**config.mk**
```make
export PLATFORM = sky130hd
export DESIGN_NAME = rf_write_arbiter_flat
export DESIGN_NICKNAME = d
export VERILOG_FILES = /design/src/rtl/rf_write_arbiter_if.sv /design/src/rtl/rf_write_arbiter.sv /design/src/flat_wrapper.sv
export SDC_FILE = /design/constraint.sdc
export NUM_CORES = 1
export LEC_CHECK = 0
export ABC_CLOCK_PERIOD_IN_PS = 3600
export CAP_MARGIN = 5
export CORE_MARGIN = 10
export CORE_UTILIZATION = 51
export CTS_BUF_LIST = sky130_fd_sc_hd__clkbuf_8
export CTS_CLUSTER_SIZE = 14
export DETAILED_ROUTE_END_ITERATION = 12
export DONT_BUFFER_PORTS = 1
export PLACE_DENSITY_LB_ADDON = 0.25
export SLEW_MARGIN = 20
export SYNTH_ARGS = -nofsm -noshare
export SYNTH_HDL_FRONTEND = slang
export SYNTH_SLANG_ARGS = --single-unit
```
**constraint.sdc**
```tcl
create_clock -name clk -period 3.6 [get_ports clk]
set_input_delay 0.72 -clock clk [delete_from_list [all_inputs] [get_ports clk]]
set_output_delay 0.72 -clock clk [all_outputs]
set_load 0.01 [all_outputs]
```
**src/rtl/rf_write_arbiter_if.sv**
```systemverilog
// Bundle of the writeback (A), long-latency (B) and regfile write-port signals
// shared between the requesters (master) and rf_write_arbiter (slave).
interface rf_write_arbiter_if #(
    parameter int ADDR_W = 5,
    parameter int DATA_W = 32
);
    logic              a_valid;
    logic [ADDR_W-1:0] a_addr;
    logic [DATA_W-1:0] a_data;
    logic              a_stall;
    logic              b_valid;
    logic              b_ready;
    logic [ADDR_W-1:0] b_addr;
    logic [DATA_W-1:0] b_data;
    logic              flush;
    logic              wr_enable;
    logic [ADDR_W-1:0] wr_addr;
    logic [DATA_W-1:0] wr_data;

    modport master (
        output a_valid, a_addr, a_data, b_valid, b_addr, b_data, flush,
        input  a_stall, b_ready, wr_enable, wr_addr, wr_data
    );

    modport slave (
        input  a_valid, a_addr, a_data, b_valid, b_addr, b_data, flush,
        output a_stall, b_ready, wr_enable, wr_addr, wr_data
    );
endinterface

```
**src/rtl/rf_write_arbiter.sv**
```systemverilog
// Arbitrates the single regfile write port between the in-order writeback stage
// and a FIFO-buffered long-latency unit, with WAW kill, x0 drop and anti-starvation.
module rf_write_arbiter #(
    parameter int ADDR_W       = 5,
    parameter int DATA_W       = 32,
    parameter int FIFO_DEPTH   = 2,
    parameter int STARVE_LIMIT = 4
) (
    input logic             clk,
    input logic             reset,
    rf_write_arbiter_if.slave bus
);
    localparam int PTR_W = $clog2(FIFO_DEPTH);
    localparam int CNT_W = PTR_W + 1;
    localparam int SC_W  = $clog2(STARVE_LIMIT + 1);

    logic [ADDR_W-1:0]     fifo_addr [FIFO_DEPTH];
    logic [DATA_W-1:0]     fifo_data [FIFO_DEPTH];
    logic [FIFO_DEPTH-1:0] fifo_kill;
    logic [PTR_W-1:0]      rd_ptr;
    logic [PTR_W-1:0]      wr_ptr;
    logic [CNT_W-1:0]      count;
    logic [SC_W-1:0]       starve_cnt;

    logic              fifo_nonempty;
    logic              force_b;
    logic              grant_a;
    logic              grant_b;
    logic              b_ready_int;
    logic              push;
    logic              grant_en;
    logic [ADDR_W-1:0] grant_addr;
    logic [DATA_W-1:0] grant_data;

    logic              wr_enable_q;
    logic [ADDR_W-1:0] wr_addr_q;
    logic [DATA_W-1:0] wr_data_q;

    // B wins over A only once the starvation counter saturates; otherwise A has priority.
    always_comb begin
        fifo_nonempty = (count != '0);
        force_b       = fifo_nonempty && (starve_cnt == SC_W'(STARVE_LIMIT));
        grant_a       = bus.a_valid && !force_b;
        grant_b       = fifo_nonempty && !grant_a;
        b_ready_int   = (count < CNT_W'(FIFO_DEPTH)) && !bus.flush;
        push          = bus.b_valid && b_ready_int;
        grant_en      = 1'b0;
        grant_addr    = bus.a_addr;
        grant_data    = bus.a_data;
        if (grant_a) begin
            grant_en = (bus.a_addr != '0);
        end else if (grant_b) begin
            grant_addr = fifo_addr[rd_ptr];
            grant_data = fifo_data[rd_ptr];
            grant_en   = (fifo_addr[rd_ptr] != '0) && !fifo_kill[rd_ptr];
        end
    end

    assign bus.a_stall   = bus.a_valid && !grant_a;
    assign bus.b_ready   = b_ready_int;
    assign bus.wr_enable = wr_enable_q;
    assign bus.wr_addr   = wr_addr_q;
    assign bus.wr_data   = wr_data_q;

    always_ff @(posedge clk) begin
        if (push) begin
            fifo_addr[wr_ptr] <= bus.b_addr;
            fifo_data[wr_ptr] <= bus.b_data;
        end
    end

    // Flush drops queued B results, but the grant made in the same cycle still commits.
    always_ff @(posedge clk) begin
        if (reset) begin
            rd_ptr      <= '0;
            wr_ptr      <= '0;
            count       <= '0;
            fifo_kill   <= '0;
            starve_cnt  <= '0;
            wr_enable_q <= 1'b0;
            wr_addr_q   <= '0;
            wr_data_q   <= '0;
        end else begin
            wr_enable_q <= grant_en;
            if (grant_a || grant_b) begin
                wr_addr_q <= grant_addr;
                wr_data_q <= grant_data;
            end

            if (grant_b || !fifo_nonempty) begin
                starve_cnt <= '0;
            end else if (grant_a && (starve_cnt != SC_W'(STARVE_LIMIT))) begin
                starve_cnt <= starve_cnt + SC_W'(1);
            end

            // A younger A write to the same register makes older queued B results dead.
            for (int i = 0; i < FIFO_DEPTH; i++) begin
                if (grant_a && (bus.a_addr != '0) && (fifo_addr[i] == bus.a_addr)) begin
                    fifo_kill[i] <= 1'b1;
                end
            end
            if (push) begin
                fifo_kill[wr_ptr] <= 1'b0;
                wr_ptr            <= wr_ptr + PTR_W'(1);
            end
            if (grant_b) begin
                rd_ptr <= rd_ptr + PTR_W'(1);
            end

            case ({push, grant_b})
                2'b10:   count <= count + CNT_W'(1);
                2'b01:   count <= count - CNT_W'(1);
                default: count <= count;
            endcase

            if (bus.flush) begin
                rd_ptr     <= '0;
                wr_ptr     <= '0;
                count      <= '0;
                fifo_kill  <= '0;
                starve_cnt <= '0;
            end
        end
    end
endmodule

```
**src/flat_wrapper.sv**
```systemverilog
// flat-port wrapper written by rule: the top's interface ports become plain ports
module rf_write_arbiter_flat 
#(
    parameter int ADDR_W       = 5,
    parameter int DATA_W       = 32,
    parameter int FIFO_DEPTH   = 2,
    parameter int STARVE_LIMIT = 4
)
  (clk, reset, bus_a_valid, bus_a_addr, bus_a_data, bus_b_valid, bus_b_addr, bus_b_data, bus_flush, bus_a_stall, bus_b_ready, bus_wr_enable, bus_wr_addr, bus_wr_data);
  rf_write_arbiter_if #(.ADDR_W(ADDR_W), .DATA_W(DATA_W)) bus_i ();
  input logic clk;
  input logic reset;
  input wire logic [$bits(bus_i.a_valid)-1:0] bus_a_valid;
  input wire logic [$bits(bus_i.a_addr)-1:0] bus_a_addr;
  input wire logic [$bits(bus_i.a_data)-1:0] bus_a_data;
  input wire logic [$bits(bus_i.b_valid)-1:0] bus_b_valid;
  input wire logic [$bits(bus_i.b_addr)-1:0] bus_b_addr;
  input wire logic [$bits(bus_i.b_data)-1:0] bus_b_data;
  input wire logic [$bits(bus_i.flush)-1:0] bus_flush;
  output wire logic [$bits(bus_i.a_stall)-1:0] bus_a_stall;
  output wire logic [$bits(bus_i.b_ready)-1:0] bus_b_ready;
  output wire logic [$bits(bus_i.wr_enable)-1:0] bus_wr_enable;
  output wire logic [$bits(bus_i.wr_addr)-1:0] bus_wr_addr;
  output wire logic [$bits(bus_i.wr_data)-1:0] bus_wr_data;
  assign bus_i.a_valid = bus_a_valid;
  assign bus_i.a_addr = bus_a_addr;
  assign bus_i.a_data = bus_a_data;
  assign bus_i.b_valid = bus_b_valid;
  assign bus_i.b_addr = bus_b_addr;
  assign bus_i.b_data = bus_b_data;
  assign bus_i.flush = bus_flush;
  assign bus_a_stall = bus_i.a_stall;
  assign bus_b_ready = bus_i.b_ready;
  assign bus_wr_enable = bus_i.wr_enable;
  assign bus_wr_addr = bus_i.wr_addr;
  assign bus_wr_data = bus_i.wr_data;
  rf_write_arbiter #(.ADDR_W(ADDR_W), .DATA_W(DATA_W), .FIFO_DEPTH(FIFO_DEPTH), .STARVE_LIMIT(STARVE_LIMIT)) u_core (.clk(clk), .reset(reset), .bus(bus_i));
endmodule
```
==> impl_metrics.tcl, run 1 <==
set metrics [dict create \
    worstReg2RegStart "u_core.starve_cnt[0]" \
    io_buffer_count 0 \
    layout.cells.non_filler 492 \
    wl_mm 10.7 \
    synth_flop_cell "edfxtp_1" \
    gr-total-overflow 0 \
    grt_max_degree 47 \
    dieWidth_um 118 \
    worstSkewPairLatency_ns 0.40 \
    final_max_slew_viol_count 0 \
    hold_buffers 0 \
    synth_mux_area_frac 0.0791 \
    top_layer_used "met4" \
    pwr-share-comb 0.052 \
    ys_warn_count 0 \
    hold_viol_final 0 \
    synth_cells 350 \
    slew-limit-headroom 0.376 \
    layout-drive-gt1-share 0.201 \
    fmax_ghz 0.440 \
    vias_per_cell 5.63 \
    cts_tree "done" \
    ios 119 \
    antenna_found_initial 0 \
    clock_path_buffers 2 \
    reg2reg_to "u_core.rd_ptr" \
    worstMarginPinSlew_ns 0.936 \
    syn_area_per_cell_um2 14.0 \
    internal-power_w 0.00243 \
    p_seq_frac 0.517 \
    synth_compound_gate_area_share 0.120 \
    cp.arrival_ns 2.58 \
    reg2reg_depth 7 \
    cp-start-kind "register" \
    htree_num_levels 4 \
    final_cell_mix "nor2_1, edfxtp_1, dfxtp_1" \
    dieArea_um2 13900 \
    ys_types 34 \
    netlist_area_um2 4890 \
    power_switching_w 0.000661 \
    min_path_type "input pin to register" \
    max_cap_violations 0 \
    grt_pass1_vias 3047 \
    synth-simple-area-share 0.0866 \
    cts_resized 0 \
    routed-wl-met2_mm 5.56 \
    grt_pass1_wl_mm 17.0 \
    critPathRequiredTime_ns 3.91 \
    crit_fanout 21 \
    initial_core_util 0.526 \
    nNetsFinal 432 \
    synthAdderAreaFrac 0.00768 \
    critPathLaunch "u_core.starve_cnt[0]" \
    synth_top_family_by_area "compound AO/OA/AOI/OAI gates" \
    gp_congestion 0.813 \
    endpoint "u_core.rd_ptr" \
    setup_tns_ns 0 \
    p_leak_nw 1.75 \
    synthesis.nets 432 \
    synth_edf_count 74 \
    clock-sinks 122 \
    synthArstFlopShare 0 \
    wl_met3_um 804 \
    yosysSeqAreaShare 0.651 \
    power.density_nw_per_um2 571 \
    route.detailed.drc 0 \
    ant_nets 0 \
    area_growth_syn_to_layout_pct 10.9 \
    cts_buffers 17 \
    die_h_um 118 \
    p_sw_frac 0.214 \
    irDropWorstVdd_uv 269 \
    hpwl_mm 7.11 \
    vias 2768 \
    fin_crit_sh 0.631 \
    skew_ns 0.0123 \
    setup_viol 0 \
    num_rows 35 \
    dp_cells 460 \
    critPathCaptureType "register" \
    postCtsSetupRepairBufs 0 \
    ys_seq_elements 122 \
    pwr-share-clk 0.431 \
    wl_met1_mm 4.17 \
    rrSetupSlack_ns 1.33 \
    period_needed_ns 2.27 \
    drt_iter0_markers 128 \
    synthXorXnorAreaFrac 0.0287 \
    path_class "register to register" \
    status "completed" \
    routedWlPerCell_um 21.8 \
    final_common_cell "nor2_1" \
    first_pass_iters 5 \
    clk_pin_slew_ns 0.07 \
    clk_root_buffer_cell "clkbuf_8" \
    diodes 0 \
    rsz0062_at_grt "no" \
    track_usage 0.153 \
    coreArea_um2 9280 \
]
-- synth_stat cells, drive strengths merged (2+ instances only) --
| cell | count | area, um^2 |
|---|---|---|
| dfxtp | 48 | 961 |
| nor4 | 3 | 18.8 |
| a222oi | 5 | 50.1 |
| mux2i | 33 | 330 |
| mux2 | 5 | 56.3 |
| edfxtp | 74 | 2220 |
| xnor2 | 8 | 70.1 |
| a2111oi | 32 | 470 |
| nor2 | 78 | 293 |
| nand2 | 3 | 13.8 |
| xor2 | 8 | 70.1 |
| buf | 18 | 98.8 |
| nor3 | 9 | 45.0 |
| a41oi | 2 | 17.5 |
| clkbuf | 5 | 18.8 |
| ha | 3 | 37.5 |
| inv | 3 | 11.3 |
-- metrics by stage --
step                      hold WS, ns  total power, W  setup slack [ns]  instance area (um^2)  utilization
after global placement          0.431         0.00179              1.31                  4980        0.536
after floorplan                 0.417         0.00176             0.285                  4890            -
after global routing            0.358         0.00321              1.16                  5420        0.584
after CTS                       0.365         0.00312              1.30                  5420        0.584
final                           0.386         0.00309              1.33                  5420        0.584
after detailed placement        0.445         0.00179              1.30                  4980        0.536
-- logic make-up (layout without fill, tap and decap cells) --
| logic type | Yosys count | in the layout |
|---|---|---|
| AND/OR/NAND/NOR | 100 | 100 |
| buffers and inverters | 26 | 39 |
| XOR/XNOR | 16 | 16 |
| adder cells (fa/ha/maj) | 3 | 3 |
| AO/OA/AOI/OAI | 45 | 45 |
| multiplexers | 38 | 38 |
| flip-flops | 122 | 122 |
-- registers in the layout (all words and copies together), names as in the netlist, named ones only --
| register | count |
|---|---|
| u_core.fifo_addr | 10 |
| u_core.bus.wr_enable | 1 |
| u_core.count | 2 |
| u_core.wr_ptr | 1 |
| u_core.bus.wr_data | 32 |
| u_core.rd_ptr | 1 |
| u_core.bus.wr_addr | 5 |
| u_core.fifo_kill | 2 |
| u_core.fifo_data | 64 |
| u_core.starve_cnt | 3 |
-- critical path: stages, from the launching register on --
cell and delay (ns):
dfxtp_1 0.33, inv_1 0.06, ha_1 0.18, nand2_1 0.12
a21oi_4 0.67, buf_4 0.48, xnor2_1 0.15, nor3_1 0.18
-- power by group through the flow --
stage,clock network [W],registers (W),logic [W]
3_5_place_dp,0,0.00163,0.000161
6_report,0.00133,0.00160,0.000160
5_1_grt,0.00142,0.00161,0.000178
3_3_place_gp,0,0.00163,0.000155
4_1_cts,0.00136,0.00160,0.000162
2_1_floorplan,0,0.00162,0.000147
-- worst min-delay path by stage --
| stage | startpoint | to | slack [ns] | cells after the start |
|---|---|---|---|---|
| after floorplan | u_core.starve_cnt[0] | u_core.starve_cnt[0] | 0.42 | 1 |
| after global placement | u_core.starve_cnt[0] | u_core.starve_cnt[0] | 0.43 | 1 |
| after detailed placement | u_core.starve_cnt[0] | u_core.starve_cnt[0] | 0.45 | 1 |
| after CTS | bus_flush | u_core.wr_ptr | 0.36 | 1 |
| after global routing | reset | u_core.bus.wr_data[28] | 0.36 | 1 |
| final | bus_flush | u_core.wr_ptr | 0.39 | 1 |
-- routing by layer --
metal  track usage  vias to the layer above
met1         0.163                     1355
met4        0.0533                        0
met3        0.0667                       14
met2         0.265                       82
met5             0                        -
li1              -                     1317
-- area by class of cell --
class / instances / area, um^2
Timing Repair Buffer: 4 / 30.0
Fill cell: 774 / 3860
Inverter: 3 / 11.3
Multi-Input combinational cell: 202 / 1590
Sequential cell: 122 / 3180
Clock buffer: 21 / 289
Clock inverter: 11 / 154
Tap cell: 129 / 161
Power figures use the tool's default switching activity.
==> inputs of run 2 (changes only) <==
--- a/config.mk
+++ b/config.mk
@@ -5,7 +5,7 @@
 export SDC_FILE = /design/constraint.sdc
 export NUM_CORES = 1
 export LEC_CHECK = 0
-export ABC_CLOCK_PERIOD_IN_PS = 3600
+export ABC_CLOCK_PERIOD_IN_PS = 2000
 export CAP_MARGIN = 5
 export CORE_MARGIN = 10
 export CORE_UTILIZATION = 51
==> constraint.sdc (replaced) <==
create_clock -name clk -period 2 [get_ports clk]
set_input_delay 0.4 -clock clk [delete_from_list [all_inputs] [get_ports clk]]
set_output_delay 0.4 -clock clk [all_outputs]
set_load 0.01 [all_outputs]
==> run 2 against run 1 <==
  * Non-clock buffer count is 7 higher
  * First-iteration DRC count up 54%
  * Register-to-register slack got worse by 0.98 ns
  * Largest cell class unchanged
  * Design area rose by 1.3%
  * Hold slack worse by 0.33 ns
  * Combinational power increased by 92%
  * Cell count rose by 1.4%
  * Routed wire length increased by 1.6%
  * Sequential share of layout area down 0.74 points
  * Critical path depth down 3
  * Count of clock-buffer cells in the layout decreased by 4
  * Global-route usage rose by 0.41 points
==> impl_metrics.tcl, run 2 (synthesized netlist as in run 1, its figures left out) <==
set metrics [dict create \
    final_common_cell "nor2_1" \
    rsz0062_at_grt "no" \
    cts_tree "done" \
    slew-limit-headroom 0.659 \
    fillerInstances 749 \
    largest_register "u_core.fifo_data" \
    postLayoutCellArea_um2 5490 \
    grt_max_degree 47 \
    final_cell_mix "nor2_1, edfxtp_1, dfxtp_1" \
    dieArea_um2 13900 \
    ios 119 \
    irDropWorstVdd_uv 634 \
    largest_register_ff_count 64 \
    worstHoldStart "bus_flush" \
    hold_buffers 0 \
    htree_num_levels 4 \
    io_buffer_count 0 \
    reg2reg_to "u_core.count[1]" \
    critPathCaptureType "output port" \
    wl_mm 10.9 \
    worstReg2RegStart "u_core.starve_cnt[0]" \
    drt_iter0_markers 197 \
    period_needed_ns 1.74 \
    clk_root_buffer_cell "clkbuf_8" \
    fin_crit_sh 0.868 \
    nNetsFinal 439 \
    finish.utilization 0.591 \
    cp.arrival_ns 1.34 \
    gp_congestion 0.801 \
    cts_resized 0 \
    multi_input_area_um2 1590 \
    postCtsSetupRepairBufs 0 \
    ant_nets 0 \
    cp-start-kind "register" \
    dpl-instance-area_um2 5080 \
    skew_ns 0.00728 \
    vias_per_cell 5.62 \
    routedWlPerCell_um 21.8 \
    route.detailed.drc 0 \
    cts_buffers 17 \
    first_pass_iters 5 \
    hold_viol_final 0 \
    dieWidth_um 118 \
    initial_core_util 0.526 \
    diodes 0 \
    layout.cells.non_filler 499 \
    crit_fanout 3 \
    clock-sinks 122 \
    grt_pass1_wl_mm 17.0 \
    clock_path_buffers 2 \
    setup_viol 0 \
    status "completed" \
    vias 2803 \
    max_cap_violations 0 \
    setup_tns_ns 0 \
    register_area_um2 3180 \
    dp_cells 467 \
    hpwl_mm 7.25 \
    num_rows 35 \
    reg2reg_depth 8 \
    power.density_nw_per_um2 983 \
    worstMarginPinSlew_ns 0.512 \
    grt_pass1_vias 3069 \
    rrSetupSlack_ns 0.35 \
    min_path_type "input pin to register" \
    final_max_slew_viol_count 0 \
    clk_pin_slew_ns 0.07 \
    hold-path-cell-count 1 \
    critPathRequiredTime_ns 1.60 \
    gr-total-overflow 0 \
    path_class "register to output port" \
    fmax_ghz 0.576 \
    track_usage 0.158 \
    area_growth_syn_to_layout_pct 12.3 \
    worstSkewPairLatency_ns 0.41 \
    p_leak_nw 1.75 \
    die_h_um 118 \
    layout-drive-gt1-share 0.222 \
    antenna_found_initial 0 \
    coreArea_um2 9280 \
]
run 2: changes by cell type in the layout (fill, tap and decap cells not counted), sizes merged:
cell / previous run / this run
bufinv: 4 / 3
clkbuf: 21 / 17
clkinv: 1 / 5
buf: 4 / 11
inv: 8 / 5
clkinvlp: 1 / 5
run 2: layout make-up:
cell class	instances	area share
Clock buffer	17	0.0426
Clock inverter	15	0.0319
Inverter	3	0.00205
Multi-Input combinational cell	202	0.290
Sequential cell	122	0.580
Tap cell	129	0.0294
Timing Repair Buffer	11	0.0242
run 2: worst max-delay path by stage:
stage,startpoint,to
2_1_floorplan,bus_flush,u_core.fifo_addr[0][0]
3_3_place_gp,register,u_core.bus.wr_data[19]
3_5_place_dp,u_core.starve_cnt[0],u_core.count[1]
4_1_cts,u_core.starve_cnt[0],bus_a_stall
5_1_grt,u_core.starve_cnt[0],bus_a_stall
6_report,u_core.starve_cnt[0],bus_a_stall
run 2: power breakdown:
part / switching, W / internal, W / total, W
clock: 0.000979 / 0.00123 / 0.00221
sequential: 0.0000976 / 0.00278 / 0.00288
combinational: 0.000175 / 0.000134 / 0.000308
total: 0.00125 / 0.00415 / 0.00540
run 2: layer usage:
| layer | GRT usage | share of wire | vias up |
|---|---|---|---|
| li1 | - | - | 1345 |
| met1 | 0.160 | 0.39 | 1371 |
| met2 | 0.277 | 0.53 | 83 |
| met3 | 0.0772 | 0.079 | 4 |
| met4 | 0.0495 | 0.0058 | 0 |
| met5 | 0 | 0 | - |
run 2: worst max-delay path, cell delays in order (launching register included):
cell and delay [ns]:
dfxtp_1 0.33, inv_1 0.06, ha_1 0.17, nand2_1 0.14
nor2_1 0.24
run 2: through the flow:
step | setup WS [ns] | total power (W) | hold WS (ns)
finish | 0.264 | 0.00540 | 0.0572
global route | 0.143 | 0.00561 | 0.0111
CTS | 0.217 | 0.00546 | 0.0270
detailed placement | 0.361 | 0.00325 | 0.442
global placement | 0.447 | 0.00324 | 0.432
floorplan | 0.0268 | 0.00317 | 0.417
